[src/rtl/rarp_pkg.sv]
// Shared RARP protocol constants, word-index type, scheduler states and the
// payload word mux used by the transmit scheduler.
package rarp_pkg;

    localparam logic [15:0] HTYPE_ETH     = 16'h0001;
    localparam logic [15:0] PTYPE_IPV4    = 16'h0800;
    localparam logic [7:0]  HLEN_ETH      = 8'd6;
    localparam logic [7:0]  PLEN_IPV4     = 8'd4;
    localparam logic [15:0] OP_RARP_REQ   = 16'd3;
    localparam logic [15:0] OP_RARP_REPLY = 16'd4;

    localparam int WORDS_PER_FRAME = 7;
    typedef logic [2:0] word_idx_t;
    localparam word_idx_t LAST_IDX = word_idx_t'(WORDS_PER_FRAME - 1);

    typedef enum logic {ST_IDLE, ST_SEND} state_e;

    // 7:1 selection of one payload word straight from the individual frame fields.
    function automatic logic [31:0] rarp_word(input word_idx_t   idx,
                                              input logic [15:0] oper,
                                              input logic [47:0] sha,
                                              input logic [31:0] spa,
                                              input logic [47:0] tha,
                                              input logic [31:0] tpa);
        logic [31:0] w;
        case (idx)
            3'd0:    w = {HTYPE_ETH, PTYPE_IPV4};
            3'd1:    w = {HLEN_ETH, PLEN_IPV4, oper};
            3'd2:    w = sha[47:16];
            3'd3:    w = {sha[15:0], spa[31:16]};
            3'd4:    w = {spa[15:0], tha[47:32]};
            3'd5:    w = tha[31:0];
            3'd6:    w = tpa;
            default: w = '0;
        endcase
        return w;
    endfunction

endpackage

[src/rtl/rarp_tx_sched_if.sv]
// 32-bit transmit word stream with valid/ready handshake and end-of-frame marker.
interface rarp_tx_sched_if;
    logic [31:0] tx_data;
    logic        tx_valid;
    logic        tx_last;
    logic        tx_ready;

    modport master (output tx_data, output tx_valid, output tx_last, input tx_ready);
    modport slave  (input tx_data, input tx_valid, input tx_last, output tx_ready);
endinterface

[src/rtl/rr_arb2.sv]
// Two-way round-robin arbiter: combinational one-hot pick, registered pointer
// that moves to the other requester when the current owner finishes.
module rr_arb2 (
    input  logic       clk,
    input  logic       rst,
    input  logic [1:0] req,
    input  logic       adv,
    input  logic       adv_id,
    output logic [1:0] pick
);
    logic rr_q, rr_d;

    always_comb begin
        rr_d = rr_q;
        if (adv) rr_d = ~adv_id;
    end

    always_comb begin
        if (req == 2'b11) pick = rr_q ? 2'b10 : 2'b01;
        else              pick = req;
    end

    always_ff @(posedge clk) begin
        if (rst) rr_q <= 1'b0;
        else     rr_q <= rr_d;
    end
endmodule

[src/rtl/rarp_tx_sched.sv]
// Arbitrates RARP request/reply senders onto one 32-bit stream, capturing the
// frame fields at grant time and emitting the 28-byte payload as seven words.
module rarp_tx_sched
    import rarp_pkg::*;
(
    input  logic        clk,
    input  logic        rst,
    input  logic [47:0] cfg_mac,
    input  logic [31:0] cfg_ip,
    input  logic [1:0]  req,
    input  logic [47:0] req_tha0,
    input  logic [31:0] req_tpa0,
    input  logic [47:0] req_tha1,
    input  logic [31:0] req_tpa1,
    output logic [1:0]  gnt,
    output logic [1:0]  done,
    output logic        busy,
    rarp_tx_sched_if.master tx
);
    state_e      state_q, state_d;
    word_idx_t   idx_q, idx_d;
    logic        owner_q, owner_d;
    logic [15:0] oper_q, oper_d;
    logic [47:0] sha_q, sha_d;
    logic [31:0] spa_q, spa_d;
    logic [47:0] tha_q, tha_d;
    logic [31:0] tpa_q, tpa_d;
    logic [1:0]  gnt_q, gnt_d;
    logic [1:0]  done_q, done_d;
    logic        busy_q, busy_d;
    logic        valid_q, valid_d;
    logic        last_q, last_d;
    logic [31:0] data_q, data_d;
    logic [1:0]  pick;
    logic        adv;

    rr_arb2 u_arb (
        .clk    (clk),
        .rst    (rst),
        .req    (req),
        .adv    (adv),
        .adv_id (owner_q),
        .pick   (pick)
    );

    always_comb begin
        state_d = state_q;
        idx_d   = idx_q;
        owner_d = owner_q;
        oper_d  = oper_q;
        sha_d   = sha_q;
        spa_d   = spa_q;
        tha_d   = tha_q;
        tpa_d   = tpa_q;
        gnt_d   = '0;
        done_d  = '0;
        busy_d  = busy_q;
        valid_d = valid_q;
        last_d  = last_q;
        adv     = 1'b0;
        case (state_q)
            ST_IDLE: begin
                if (req != 2'b00) begin
                    state_d = ST_SEND;
                    idx_d   = '0;
                    owner_d = pick[1];
                    oper_d  = pick[1] ? OP_RARP_REPLY : OP_RARP_REQ;
                    sha_d   = cfg_mac;
                    spa_d   = pick[1] ? cfg_ip : 32'd0;
                    tha_d   = pick[1] ? req_tha1 : req_tha0;
                    tpa_d   = pick[1] ? req_tpa1 : req_tpa0;
                    gnt_d   = pick;
                    busy_d  = 1'b1;
                    valid_d = 1'b1;
                    last_d  = 1'b0;
                end
            end
            ST_SEND: begin
                if (valid_q && tx.tx_ready) begin
                    if (idx_q == LAST_IDX) begin
                        state_d = ST_IDLE;
                        idx_d   = '0;
                        busy_d  = 1'b0;
                        valid_d = 1'b0;
                        last_d  = 1'b0;
                        done_d  = owner_q ? 2'b10 : 2'b01;
                        adv     = 1'b1;
                    end else begin
                        idx_d  = idx_q + 3'd1;
                        last_d = (idx_d == LAST_IDX);
                    end
                end
            end
            default: state_d = ST_IDLE;
        endcase
        // The word is precomputed from next-state values so tx_data is a flop.
        data_d = (state_d == ST_SEND) ? rarp_word(idx_d, oper_d, sha_d, spa_d, tha_d, tpa_d)
                                      : 32'd0;
    end

    always_ff @(posedge clk) begin
        if (rst) begin
            state_q <= ST_IDLE;
            idx_q   <= '0;
            owner_q <= 1'b0;
            oper_q  <= '0;
            sha_q   <= '0;
            spa_q   <= '0;
            tha_q   <= '0;
            tpa_q   <= '0;
            gnt_q   <= '0;
            done_q  <= '0;
            busy_q  <= 1'b0;
            valid_q <= 1'b0;
            last_q  <= 1'b0;
            data_q  <= '0;
        end else begin
            state_q <= state_d;
            idx_q   <= idx_d;
            owner_q <= owner_d;
            oper_q  <= oper_d;
            sha_q   <= sha_d;
            spa_q   <= spa_d;
            tha_q   <= tha_d;
            tpa_q   <= tpa_d;
            gnt_q   <= gnt_d;
            done_q  <= done_d;
            busy_q  <= busy_d;
            valid_q <= valid_d;
            last_q  <= last_d;
            data_q  <= data_d;
        end
    end

    assign gnt         = gnt_q;
    assign done        = done_q;
    assign busy        = busy_q;
    assign tx.tx_data  = data_q;
    assign tx.tx_valid = valid_q;
    assign tx.tx_last  = last_q;
endmodule

[src/flat_wrapper.sv]
// flat-port wrapper written by rule: the top's interface ports become plain ports
module rarp_tx_sched_flat import rarp_pkg::*;
  (clk, rst, cfg_mac, cfg_ip, req, req_tha0, req_tpa0, req_tha1, req_tpa1, gnt, done, busy, tx_tx_data, tx_tx_valid, tx_tx_last, tx_tx_ready);
  rarp_tx_sched_if tx_i ();
  input  logic clk;
  input  logic rst;
  input  logic [47:0] cfg_mac;
  input  logic [31:0] cfg_ip;
  input  logic [1:0] req;
  input  logic [47:0] req_tha0;
  input  logic [31:0] req_tpa0;
  input  logic [47:0] req_tha1;
  input  logic [31:0] req_tpa1;
  output logic [1:0] gnt;
  output logic [1:0] done;
  output logic busy;
  output wire logic [$bits(tx_i.tx_data)-1:0] tx_tx_data;
  output wire logic [$bits(tx_i.tx_valid)-1:0] tx_tx_valid;
  output wire logic [$bits(tx_i.tx_last)-1:0] tx_tx_last;
  input wire logic [$bits(tx_i.tx_ready)-1:0] tx_tx_ready;
  assign tx_tx_data = tx_i.tx_data;
  assign tx_tx_valid = tx_i.tx_valid;
  assign tx_tx_last = tx_i.tx_last;
  assign tx_i.tx_ready = tx_tx_ready;
  rarp_tx_sched u_core (.clk(clk), .rst(rst), .cfg_mac(cfg_mac), .cfg_ip(cfg_ip), .req(req), .req_tha0(req_tha0), .req_tpa0(req_tpa0), .req_tha1(req_tha1), .req_tpa1(req_tpa1), .gnt(gnt), .done(done), .busy(busy), .tx(tx_i));
endmodule
[config.mk]
export PLATFORM = sky130hd
export DESIGN_NAME = rarp_tx_sched_flat
export DESIGN_NICKNAME = d
export VERILOG_FILES = /design/src/rtl/rarp_pkg.sv /design/src/rtl/rarp_tx_sched_if.sv /design/src/rtl/rr_arb2.sv /design/src/rtl/rarp_tx_sched.sv /design/src/flat_wrapper.sv
export SDC_FILE = /design/constraint.sdc
export NUM_CORES = 1
export LEC_CHECK = 0
export BUFFER_PORTS_ARGS = -buffer_cell sky130_fd_sc_hd__buf_2
export CORE_MARGIN = 10
export CORE_UTILIZATION = 48
export DETAILED_ROUTE_END_ITERATION = 10
export HOLD_SLACK_MARGIN = 0.08
export PLACE_DENSITY = 0.85
export REMOVE_ABC_BUFFERS = 1
export SETUP_SLACK_MARGIN = 0.3
export SLEW_MARGIN = 20
export SYNTH_ARGS = -nofsm -noshare
export SYNTH_HDL_FRONTEND = slang
export SYNTH_SLANG_ARGS = --single-unit
[constraint.sdc]
create_clock -name clk -period 7.6 [get_ports clk]
set_clock_uncertainty 0.2 [all_clocks]
set_input_delay 2.28 -clock clk [delete_from_list [all_inputs] [get_ports clk]]
set_output_delay 2.28 -clock clk [all_outputs]
set_load 0.05 [all_outputs]
# Word level (Yosys, flattened, before mapping)
# Cells that the tools add are included.
[totals] register_bits=220 latch_bits=0 mem_bits_rw=0 mem_bits_ro=0 input_bits=245 output_inout_bits=39 wordCells=79 memories=0
[classes] addsub=1 n_mul=0 n_div=0 order_cmp=0 eq_ne=12 shift=0 mux=37 n_bitwise=6 n_reduce_logical=9
[op_table] cell="48-bit 2-to-1 mux" count=5
[op_table] cell="32-bit one-hot mux with 7 select lines" count=1
[op_table] cell="32-bit 2-to-1 mux" count=6
[op_table] cell="16-bit 2-to-1 mux" count=2
[op_table] cell="3-bit == test (second input constant)" count=5
[op_table] cell="1-bit 2-to-1 mux" count=12
[op_table] cell="3-bit 2-to-1 mux" count=4
[op_table] cell="3-bit by 2-bit == test with 1-bit output (second input constant)" count=2
[op_table] cell="2-bit 2-to-1 mux" count=3
[op_table] cell="1-bit inverter" count=6
[op_table] cell="1-bit one-hot mux with 2 select lines" count=3
[op_table] cell="3-bit one-hot mux with 2 select lines" count=1
[op_table] cell="2-bit != test (second input constant)" count=2
[op_table] cell="2-bit AND reduction" count=2
[op_table] cell="4-bit OR reduction" count=1
[op_table] cell="3-bit by 1-bit adder with 3-bit output (second input constant)" count=1
[op_table] cell="3-bit by 1-bit == test with 1-bit output (second input constant)" count=1
[op_table] cell="3-bit zero test" count=1
[op_table] cell="3-bit AND reduction" count=1
[op_table] cell="3-bit OR reduction" count=1
[op_table] cell="2-bit == test (second input constant)" count=1
[op_table] cell="2-bit by 1-bit != test with 1-bit output (second input constant)" count=1
[op_table] cell="2-bit nonzero test" count=1
[op_table] cell="2-bit OR reduction" count=1
[op_table] cell="1-bit logical AND" count=1

# Longest topological paths before layout
# Gate-level depths: netlist of the first run.
[logic_depth] ltp_word=6 ltp_mapped=8 mapped_depth_nobuf=5

# Modules after synthesis
# From an unflattened synthesis of the first run, not the netlist that was laid out.
[unflattened] hier_cells=1101 hier_area_um2=9633.0
[by_module_without_submodules] module="rarp_tx_sched" n_inst=1 cells_each=1095 area_each_um2=9577.9 seq_area_each_um2=4384.2
[by_module_without_submodules] module="rr_arb2" n_inst=1 cells_each=6 area_each_um2=55.1 seq_area_each_um2=20.0

# Least setup slack after synthesis of the first run
# Ideal clock, no wire load.
[synth_path] path_kind="input to register" start="input port req[1]" end="register u_core.data_q[13], in the netlist u_core.tx.tx_data[13]" setup_ns=0.134 arrival_ns=3.736 t_required_ns=7.266 slack_ns=3.530 path_stages=7 n_path_buf=3 path_cell_list="buf_4 o21bai_2 buf_2 buf_4 mux2_2 a222oi_1 a31oi_1"
[synth_between] elab_chain_cells=6 word_cells_on_any_way=30 classes_between="eq/ne (7); mux (19); bitwise (1); reduce/logical (3)"
[synth_rtl] element="start, declared" line_no="flat_wrapper.sv:9" rtl="input logic [1:0] req;"
[synth_rtl] element="2-bit == test" line_no="rr_arb2.sv:19" rtl="if (req == 2'b11) pick = rr_q ? 2'b10 : 2'b01;"
[synth_rtl] element="2-bit 2-to-1 mux" line_no="rr_arb2.sv:19"
[synth_rtl] element="32-bit 2-to-1 mux, or another cell as far along" line_no="rarp_tx_sched.sv:71" rtl="tpa_d = pick[1] ? req_tpa1 : req_tpa0;"
[synth_rtl] element="32-bit 2-to-1 mux or 48-bit 2-to-1 mux (tied branches)" line_no="rarp_tx_sched.sv:63" rtl="if (req != 2'b00) begin"
[synth_rtl] element="32-bit 2-to-1 mux or 48-bit 2-to-1 mux (tied branches)" line_no="rarp_tx_sched.sv:61" rtl="case (state_q)"
[synth_rtl] element="32-bit one-hot mux with 7 select lines" line_no="rarp_pkg.sv:26" rtl="case (idx)"
[synth_rtl] element="end signal, assigned" line_no="rarp_tx_sched.sv:131" rtl="data_q <= data_d;"
[synth_rtl] element="end, declared" line_no="rarp_tx_sched.sv:33" rtl="logic [31:0] data_q, data_d;"
# Several ways; a longest one is shown, not always the timed one.
# A chain may end at the register's enable or synchronous reset.

# Final worst setup path of the first run
[layout_path] start="input port req[1]" end="register u_core.data_q[29], in the netlist u_core.tx.tx_data[29]"
# Same word-level chain as after synthesis.

==> out/qor.yml, run 1 <==
cts_root_buffer: "clkbuf_16"
utilization_pct: 59.87
cts_max_level: 1
postCtsSetupRepairBufs: 0
slew_headroom_pct: 12.90
slowest_delay_ns: 0.65
portBuffers: 283
hold_viol: 0
avgRoutedWirePerCell_um: 21.78
vias: 9439
die_y_um: 163.0
synth_top_flop_cell: "dfxtp_1"
core_um2: 20170
cp-end-kind: "flop"
synthToLayoutAreaGrowth_pct: 22.97
arrival_ns: 5.12
drt_iter0_markers: 812
crit_chain: "buf_2, buf_4, nor2_1, nor2_4, buf_4, o22ai_1, o32a_1, a41oi_1"
track_usage_pct: 23.94
synthArstFlopShare_pct: 0
synth_edf_count: 0
cts_sinks: 220
p_leak_nw: 5.074
drc: 0
post-place-cells: 1520
ctsHoldBuffers: 0
io_pins: 284
clkTransAtPathRegs_ns: 0.06
cpMostUsedCell: "buf_4"
grt.overflow.total: 0
start_kind: "input pin"
final_nets: 1521
post_cts_resize_count: 0
cap_violations: 0
dpl_cell_area_um2: 11250
finalCritPeriodShare_pct: 64.12
peakVddDrop_mv: 0.1557
crit_type: "input pin to flop"
drt_wl_total_mm: 34.06
drive_above_1_share_pct: 30.36
rsz0062_at_grt: "false"
ys_warn_count: 0
cpMaxStageDelayCell: "nor2_4"
numCtsBuffers: 24
syn_area_per_cell_um2: 9.316
p_total_mw: 2.867
synth_cells: 1054
postLayoutCellArea_um2: 12080
grt_pass1_wl_mm: 51.74
fmaxAchievable_mhz: 205.2
gp_congestion: 0.8584
hp-class: "flop to flop"
yosysSeqAreaShare_pct: 44.85
netlist_area_um2: 9819
dpl.hpwl_mm: 22.41
final_cells: 1564
tightest_slew_ns: 1.304
grt_max_degree: 114
synth.distinct_cells: 69
die_x_um: 163.0
ys_ff_latch: 220
clockBufferDepth: 3
cts_tree: "yes"
required_ns: 7.84
drv_slew: 0
finalSetupViolCount: 0
final_antenna_net_count: 0
viasPerCell: 6.035
worst-path-max-fanout: 34
layout_min_cycle_time_ns: 4.873
initial_core_util_pct: 48.68
status: "complete, no violations"
grt_pass1_vias: 9649
powerDensity_nw_per_um2: 237.4
antenna_found_initial: 3
die_area_um2: 26580
num_rows: 52
first_pass_iters: 5
setup_tns_ns: 0
clock_latency_ns: 0.52
[through the flow]
step | setup WS [ns] | hold WS (ns)
after global placement | 2.275 | 0.2421
final | 2.727 | 0.2637
after floorplan | 0.9171 | 0.2217
after global routing | 2.543 | 0.2828
after detailed placement | 2.176 | 0.2462
after CTS | 2.728 | 0.2630
[registers in the layout, summed over array words and instances (netlist names)]
name	cells
u_core.done	2
u_core.owner_q	1
u_core.spa_q	32
u_core.u_arb.rr_q	1
u_core.tx.tx_data	32
u_core.oper_q	16
u_core.tpa_q	32
u_core.idx_q	3
u_core.tha_q	48
u_core.tx.tx_last	1
u_core.busy	1
u_core.state_q	1
u_core.sha_q	48
u_core.gnt	2
[cell families (layout without fill, tap and decap cells)]
logic type	Yosys count	after routing	synth area share, %
mux	35	35	3.721
flops	220	220	44.85
other cells	0	3	0
simple gates	439	439	24.72
buf+inv	102	339	4.982
compound gates	258	258	21.73
[where the power goes]
| part | switching (mW) | internal [mW] | total (mW) |
|---|---|---|---|
| clock | 0.476 | 0.730 | 1.21 |
| sequential | 0.0218 | 1.22 | 1.24 |
| combinational | 0.239 | 0.178 | 0.417 |
[critical path, delay by kind of cell]
| kind | cells | cell delay, ns |
|---|---|---|
| buf+inv | 3 | 1.25 |
| simple gates | 2 | 0.81 |
| compound gates | 3 | 0.74 |
[cells in the mapped netlist, types with 3 or more instances]
library cell	number	area, um2
dfxtp_1	220	4404
nor2_1	129	484.2
nand2b_1	49	306.5
nor2b_1	49	306.5
clkbuf_1	45	168.9
a211o_1	43	376.6
a21oi_1	43	215.2
nand2_1	38	142.6
buf_2	37	185.2
nor3_1	36	180.2
nor3b_1	33	247.7
and3_1	30	187.7
nand3b_1	29	217.7
mux2i_1	23	230.2
o221a_2	23	259.0
a41oi_1	17	148.9
and2_1	16	100.1
a22oi_1	15	112.6
a31oi_1	15	93.84
a32oi_1	15	131.4
o22ai_1	14	87.58
buf_4	13	97.59
a222oi_1	12	120.1
mux2_2	12	135.1
o32a_1	12	120.1
o22a_1	7	61.31
and3b_1	5	43.79
o221ai_1	5	43.79
or3_1	5	31.28
a22o_1	4	35.03
a2bb2oi_1	4	35.03
nand3_1	4	20.02
a41oi_2	3	48.80
buf_1	3	11.26
[worst paths after layout]
path,startpoint,endpoint,slack [ns],depth (start not counted)
worst max-delay path,req[1],u_core.tx.tx_data[29]$_SDFF_PP0_,2.73,8
worst min-delay path,u_core.oper_q[7]$_SDFF_PP0_,u_core.oper_q[7]$_SDFF_PP0_,0.26,1
worst max register to register,u_core.state_q$_SDFF_PP0_,u_core.tx.tx_data[0]$_SDFF_PP0_,4.09,7
worst min register to register,u_core.oper_q[7]$_SDFF_PP0_,u_core.oper_q[7]$_SDFF_PP0_,0.26,1
[cell usage in the layout (no fill, tap or decap), types with 15 or more instances in the layout]
master,Yosys,routed
and3_1,30,30
mux2i_1,23,23
buf_2,37,282
nor2_1,129,128
a22oi_1,15,15
nand2_1,38,36
a41oi_1,17,17
a32oi_1,15,15
nand3b_1,29,29
o221a_2,23,23
nor3_1,36,36
nand2b_1,49,47
a21oi_1,43,43
clkbuf_16,0,25
and2_1,16,16
a31oi_1,15,15
nor3b_1,33,33
nor2b_1,49,48
a211o_1,43,43
dfxtp_1,220,220
[final cells by class]
type / count / area, um2
antenna: 3 / 7.507
clock buffer: 33 / 685.7
clock inverter: 8 / 121.4
fill: 1716 / 8094
inverter: 2 / 7.507
multi-input combinational: 732 / 4979
sequential: 220 / 4404
tap: 270 / 337.8
timing repair buffer: 296 / 1533
[per-layer routing]
metal | global-route usage [%] | part of all wire (%) | vias to the layer above
met5 | 0 | 0.053 | -
met4 | 8.893 | 2.8 | 2
met3 | 6.720 | 10 | 75
met2 | 40.12 | 48 | 497
met1 | 28.62 | 39 | 4545
li1 | - | - | 4320
Note: power is estimated with default switching activity, not from simulation.
==> inputs of run 2 (changes only) <==
==> constraint.sdc (replaced) <==
create_clock -name clk -period 4.7 [get_ports clk]
set_clock_uncertainty 0.2 [all_clocks]
set_input_delay 1.41 -clock clk [delete_from_list [all_inputs] [get_ports clk]]
set_output_delay 1.41 -clock clk [all_outputs]
set_load 0.05 [all_outputs]
==> run 2 against run 1 <==
Global-route usage up 0.13 points. Count of clock-buffer cells in the layout unchanged. Worst hold slack worse by 0.019 ns. Largest cell class unchanged.
==> out/qor.yml, run 2 (synthesis gave the netlist of run 1 again) <==
antenna_found_initial: 6
hold_viol: 0
numCtsBuffers: 23
layout_min_cycle_time_ns: 3.314
num_rows: 52
powerDensity_nw_per_um2: 375.2
core_um2: 20170
setup_tns_ns: 0
grt_pass1_wl_mm: 51.81
post_cts_resize_count: 0
synthToLayoutAreaGrowth_pct: 23.64
die_x_um: 163.0
cts_sinks: 220
initial_core_util_pct: 48.68
peakVddDrop_mv: 0.2740
clkTransAtPathRegs_ns: 0.07
finalSetupViolCount: 0
finalCritPeriodShare_pct: 70.50
ctsHoldBuffers: 0
portBuffers: 283
clock_latency_ns: 0.50
clockBufferDepth: 3
grt_max_degree: 82
seqPwrFrac_pct: 44.1
cts_root_buffer: "clkbuf_16"
avgRoutedWirePerCell_um: 21.53
grt_pass1_vias: 9555
die_y_um: 163.0
largestRegisters: "u_core.sha_q (48), u_core.tha_q (48)"
layout_commonest_cell: "buf_2"
first_pass_iters: 5
hold_ws_ns: 0.2448
r2r_end: "u_core.tx.tx_data[25]$_SDFF_PP0_"
status: "complete, no violations"
timing.rr.start: "u_core.idx_q[1]$_SDFF_PP0_"
required_ns: 4.93
worstSetupEndpoint: "u_core.tx.tx_data[24]$_SDFF_PP0_"
worstHoldPathCells: 2
drt_wl_total_mm: 33.90
slew_headroom_pct: 33.70
p_sw_mw: 1.157
worst-path-max-fanout: 48
cts_max_level: 1
grt.overflow.total: 0
rrSetupSlack_ns: 1.74
start_kind: "input pin"
hp-class: "flop to flop"
power_frac_clock_pct: 40.9
final_antenna_net_count: 0
worstHoldStart: "u_core.oper_q[11]$_SDFF_PP0_"
cts_tree: "yes"
cp-end-kind: "flop"
p_leak_nw: 5.114
drv_slew: 0
reg2regPathDepth: 6
arrival_ns: 3.54
dpl_cell_area_um2: 11360
mostFrequentLayoutCells: "282 x buf_2, 220 x dfxtp_1, 128 x nor2_1"
viasPerCell: 5.942
drt_iter0_markers: 731
tightest_slew_ns: 0.9944
power.internal_mw: 3.399
track_usage_pct: 24.07
worstSetupStartpoint: "req[0]"
crit_type: "input pin to flop"
fmaxAchievable_mhz: 301.8
power_frac_comb_pct: 15.0
drc: 0
postCtsSetupRepairBufs: 0
final_nets: 1530
dpl.hpwl_mm: 22.92
postLayoutCellArea_um2: 12140
die_area_um2: 26580
rsz0062_at_grt: "false"
vias: 9352
gp_congestion: 0.8993
io_pins: 284
drive_above_1_share_pct: 30.77
switching_share_pct: 25.39
cap_violations: 0
[run 2: cell types whose count changed in the layout (fill, tap and decap cells not counted), sizes merged]
cell,previous run,this run
inv,3,2
buf,296,306
diode,3,4
[run 2: worst min-delay path by stage]
stage                                    to  slack (ns)
2_1_floorplan  u_core.oper_q[11]$_SDFF_PP0_        0.22
3_3_place_gp   u_core.oper_q[11]$_SDFF_PP0_        0.24
3_5_place_dp   u_core.oper_q[11]$_SDFF_PP0_        0.24
4_1_cts        u_core.oper_q[11]$_SDFF_PP0_        0.25
5_1_grt         u_core.sha_q[27]$_SDFF_PP0_        0.28
6_report       u_core.oper_q[11]$_SDFF_PP0_        0.24
[run 2: stage by stage]
stage | utilization [%] | setup WS, ns | total power, mW | cells
2_1_floorplan | - | -1.113 | 2.443 | 954
3_5_place_dp | 56.35 | 0.9058 | 2.723 | 1530
6_report | 60.19 | 1.386 | 4.555 | 1574
5_1_grt | 60.17 | 1.229 | 4.725 | 1572
3_3_place_gp | 56.35 | 0.9081 | 2.705 | 1530
4_1_cts | 60.14 | 1.400 | 4.581 | 1570
[run 2: power groups by stage]
stage / logic [mW] / clock network, mW / registers, mW
after floorplan: 0.360 / 0 / 2.08
after global routing: 0.739 / 1.97 / 2.02
after global placement: 0.659 / 0 / 2.05
after detailed placement: 0.672 / 0 / 2.05
final: 0.681 / 1.86 / 2.01
after CTS: 0.677 / 1.89 / 2.01
[run 2: worst max-delay path, stage by stage]
cell	delay [ns]
buf_2	0.39
nand2b_2	0.33
nand2_2	0.12
buf_4	0.53
nor2_1	0.15
o32a_1	0.39
a41oi_1	0.18
[run 2: cell type report]
type,instances,area (um2)
clock inverters,7,112.6
fillers,1755,8029
flip-flops and latches,220,4404
diodes,4,10.01
repair buffers,306,1645
inverters,2,7.507
clock buffers,33,653.1
well taps,270,337.8
multi-input cells,732,4970
[run 2: routing by layer]
layer	wire, um	GRT usage [%]
met1	13480	28.51
met2	16420	41.83
met3	3277	6.922
met4	708	6.148
met5	12	0
==> inputs of run 3 (changes only) <==
==> constraint.sdc (replaced) <==
create_clock -name clk -period 3.2 [get_ports clk]
set_clock_uncertainty 0.2 [all_clocks]
set_input_delay 0.96 -clock clk [delete_from_list [all_inputs] [get_ports clk]]
set_output_delay 0.96 -clock clk [all_outputs]
set_load 0.05 [all_outputs]
==> run 3 against run 2 <==
Sequential cell count unchanged. Critical path type is now flop to flop. Core utilization rose by 0.87 points. Register-to-register slack got worse by 1.3 ns. Worst hold slack better by 0.016 ns. Sequential power is 47% higher. Largest power group unchanged. Sequential share of layout area is 0.52 points lower.
==> out/qor.yml, run 3 (synthesis gave the netlist of run 1 again) <==
io_pins: 284
grt_pass1_wl_mm: 52.37
timing.rr.start: "u_core.state_q$_SDFF_PP0_"
numCtsBuffers: 23
p_leak_nw: 5.221
finalSetupViolCount: 0
synthToLayoutAreaGrowth_pct: 25.43
avgRoutedWirePerCell_um: 21.83
worst-path-max-fanout: 29
portBuffers: 283
peakVddDrop_mv: 0.3924
initial_core_util_pct: 48.68
vias: 9554
final_nets: 1547
gp_congestion: 0.9266
postCtsSetupRepairBufs: 0
ctsHoldBuffers: 0
clock_latency_ns: 0.50
die_area_um2: 26580
track_usage_pct: 24.45
drt_wl_total_mm: 34.74
antenna_found_initial: 5
dpl.hpwl_mm: 24.01
powerDensity_nw_per_um2: 543.8
rsz0062_at_grt: "false"
drv_slew: 0
worstSetupStartpoint: "u_core.state_q$_SDFF_PP0_"
cts_max_level: 1
place_ws_ns: 0.1684
cts_tree: "yes"
post-place-cells: 1547
slew_headroom_pct: 22.74
viasPerCell: 6.005
required_ns: 3.37
die_y_um: 163.0
grt_pass1_vias: 9653
drc: 0
grt_max_degree: 67
cap_violations: 0
drt_iter0_markers: 831
mostFrequentLayoutCells: "282 x buf_2, 220 x dfxtp_1, 128 x nor2_1"
clkTransAtPathRegs_ns: 0.07
clockBufferDepth: 3
start_kind: "flop"
drive_above_1_share_pct: 31.87
cp-end-kind: "flop"
fmaxAchievable_mhz: 362.3
worstHoldStart: "u_core.oper_q[7]$_SDFF_PP0_"
die_x_um: 163.0
tightest_slew_ns: 1.155
final_antenna_net_count: 0
final_cells: 1591
cts_root_buffer: "clkbuf_16"
layout_min_cycle_time_ns: 2.760
first_pass_iters: 7
arrival_ns: 2.93
hold_viol: 0
grt.overflow.total: 0
status: "complete, no violations"
num_rows: 52
core_um2: 20170
setup_slack_ns: 0.4399
largestRegisters: "u_core.sha_q (48), u_core.tha_q (48)"
crit_type: "flop to flop"
hold_ws_ns: 0.2605
finalCritPeriodShare_pct: 86.25
hp-class: "flop to flop"
cts_sinks: 220
post_cts_resize_count: 0
layout_commonest_cell: "buf_2"
==> run 3: cell type report <==
cell class	instances	area, um2
diodes	3	7.507
clock buffers	36	714.4
clock inverters	5	52.55
fillers	1679	7853
inverters	2	7.507
multi-input cells	732	4970
flip-flops and latches	220	4404
well taps	270	337.8
repair buffers	323	1823
==> run 3: stage by stage <==
stage | util [%] | TNS, ns | cell area [um2] | power [mW]
3_5_place_dp | 57.23 | 0 | 11540 | 4.034
2_1_floorplan | - | -291.13 | 9338 | 3.588
4_1_cts | 61.03 | 0 | 12310 | 6.710
3_3_place_gp | 57.23 | 0 | 11540 | 4.004
5_1_grt | 61.04 | 0 | 12310 | 6.921
6_report | 61.07 | 0 | 12320 | 6.698
==> run 3: routing by layer <==
metal / global-route usage [%] / share of wire [%]
met1: 29.54 / 39
met5: 0 / 0.037
met4: 7.049 / 2.9
met2: 41.68 / 48
met3: 6.695 / 11
==> run 3: worst paths after layout <==
check / endpoint / slack (ns) / depth (start not counted)
setup / recovery: u_core.tx.tx_data[20]$_SDFF_PP0_ / 0.44 / 6
hold / removal: u_core.oper_q[7]$_SDFF_PP0_ / 0.26 / 1
setup reg to reg: u_core.tx.tx_data[20]$_SDFF_PP0_ / 0.44 / 6
hold reg to reg: u_core.oper_q[7]$_SDFF_PP0_ / 0.26 / 1
==> run 3: report_power, final <==
part	total [mW]	switching, mW	internal [mW]
logic	1.04	0.582	0.461
clock network	2.70	1.09	1.61
registers	2.96	0.0536	2.90
total	6.70	1.73	4.97
==> run 3: worst max-delay path, cell delays in order, from the launching register on <==
cell	delay (ns)
dfxtp_1	0.63
buf_12	0.26
nor4b_4	0.08
a21o_1	0.20
o21ai_2	0.81
o32a_1	0.29
a41oi_2	0.14
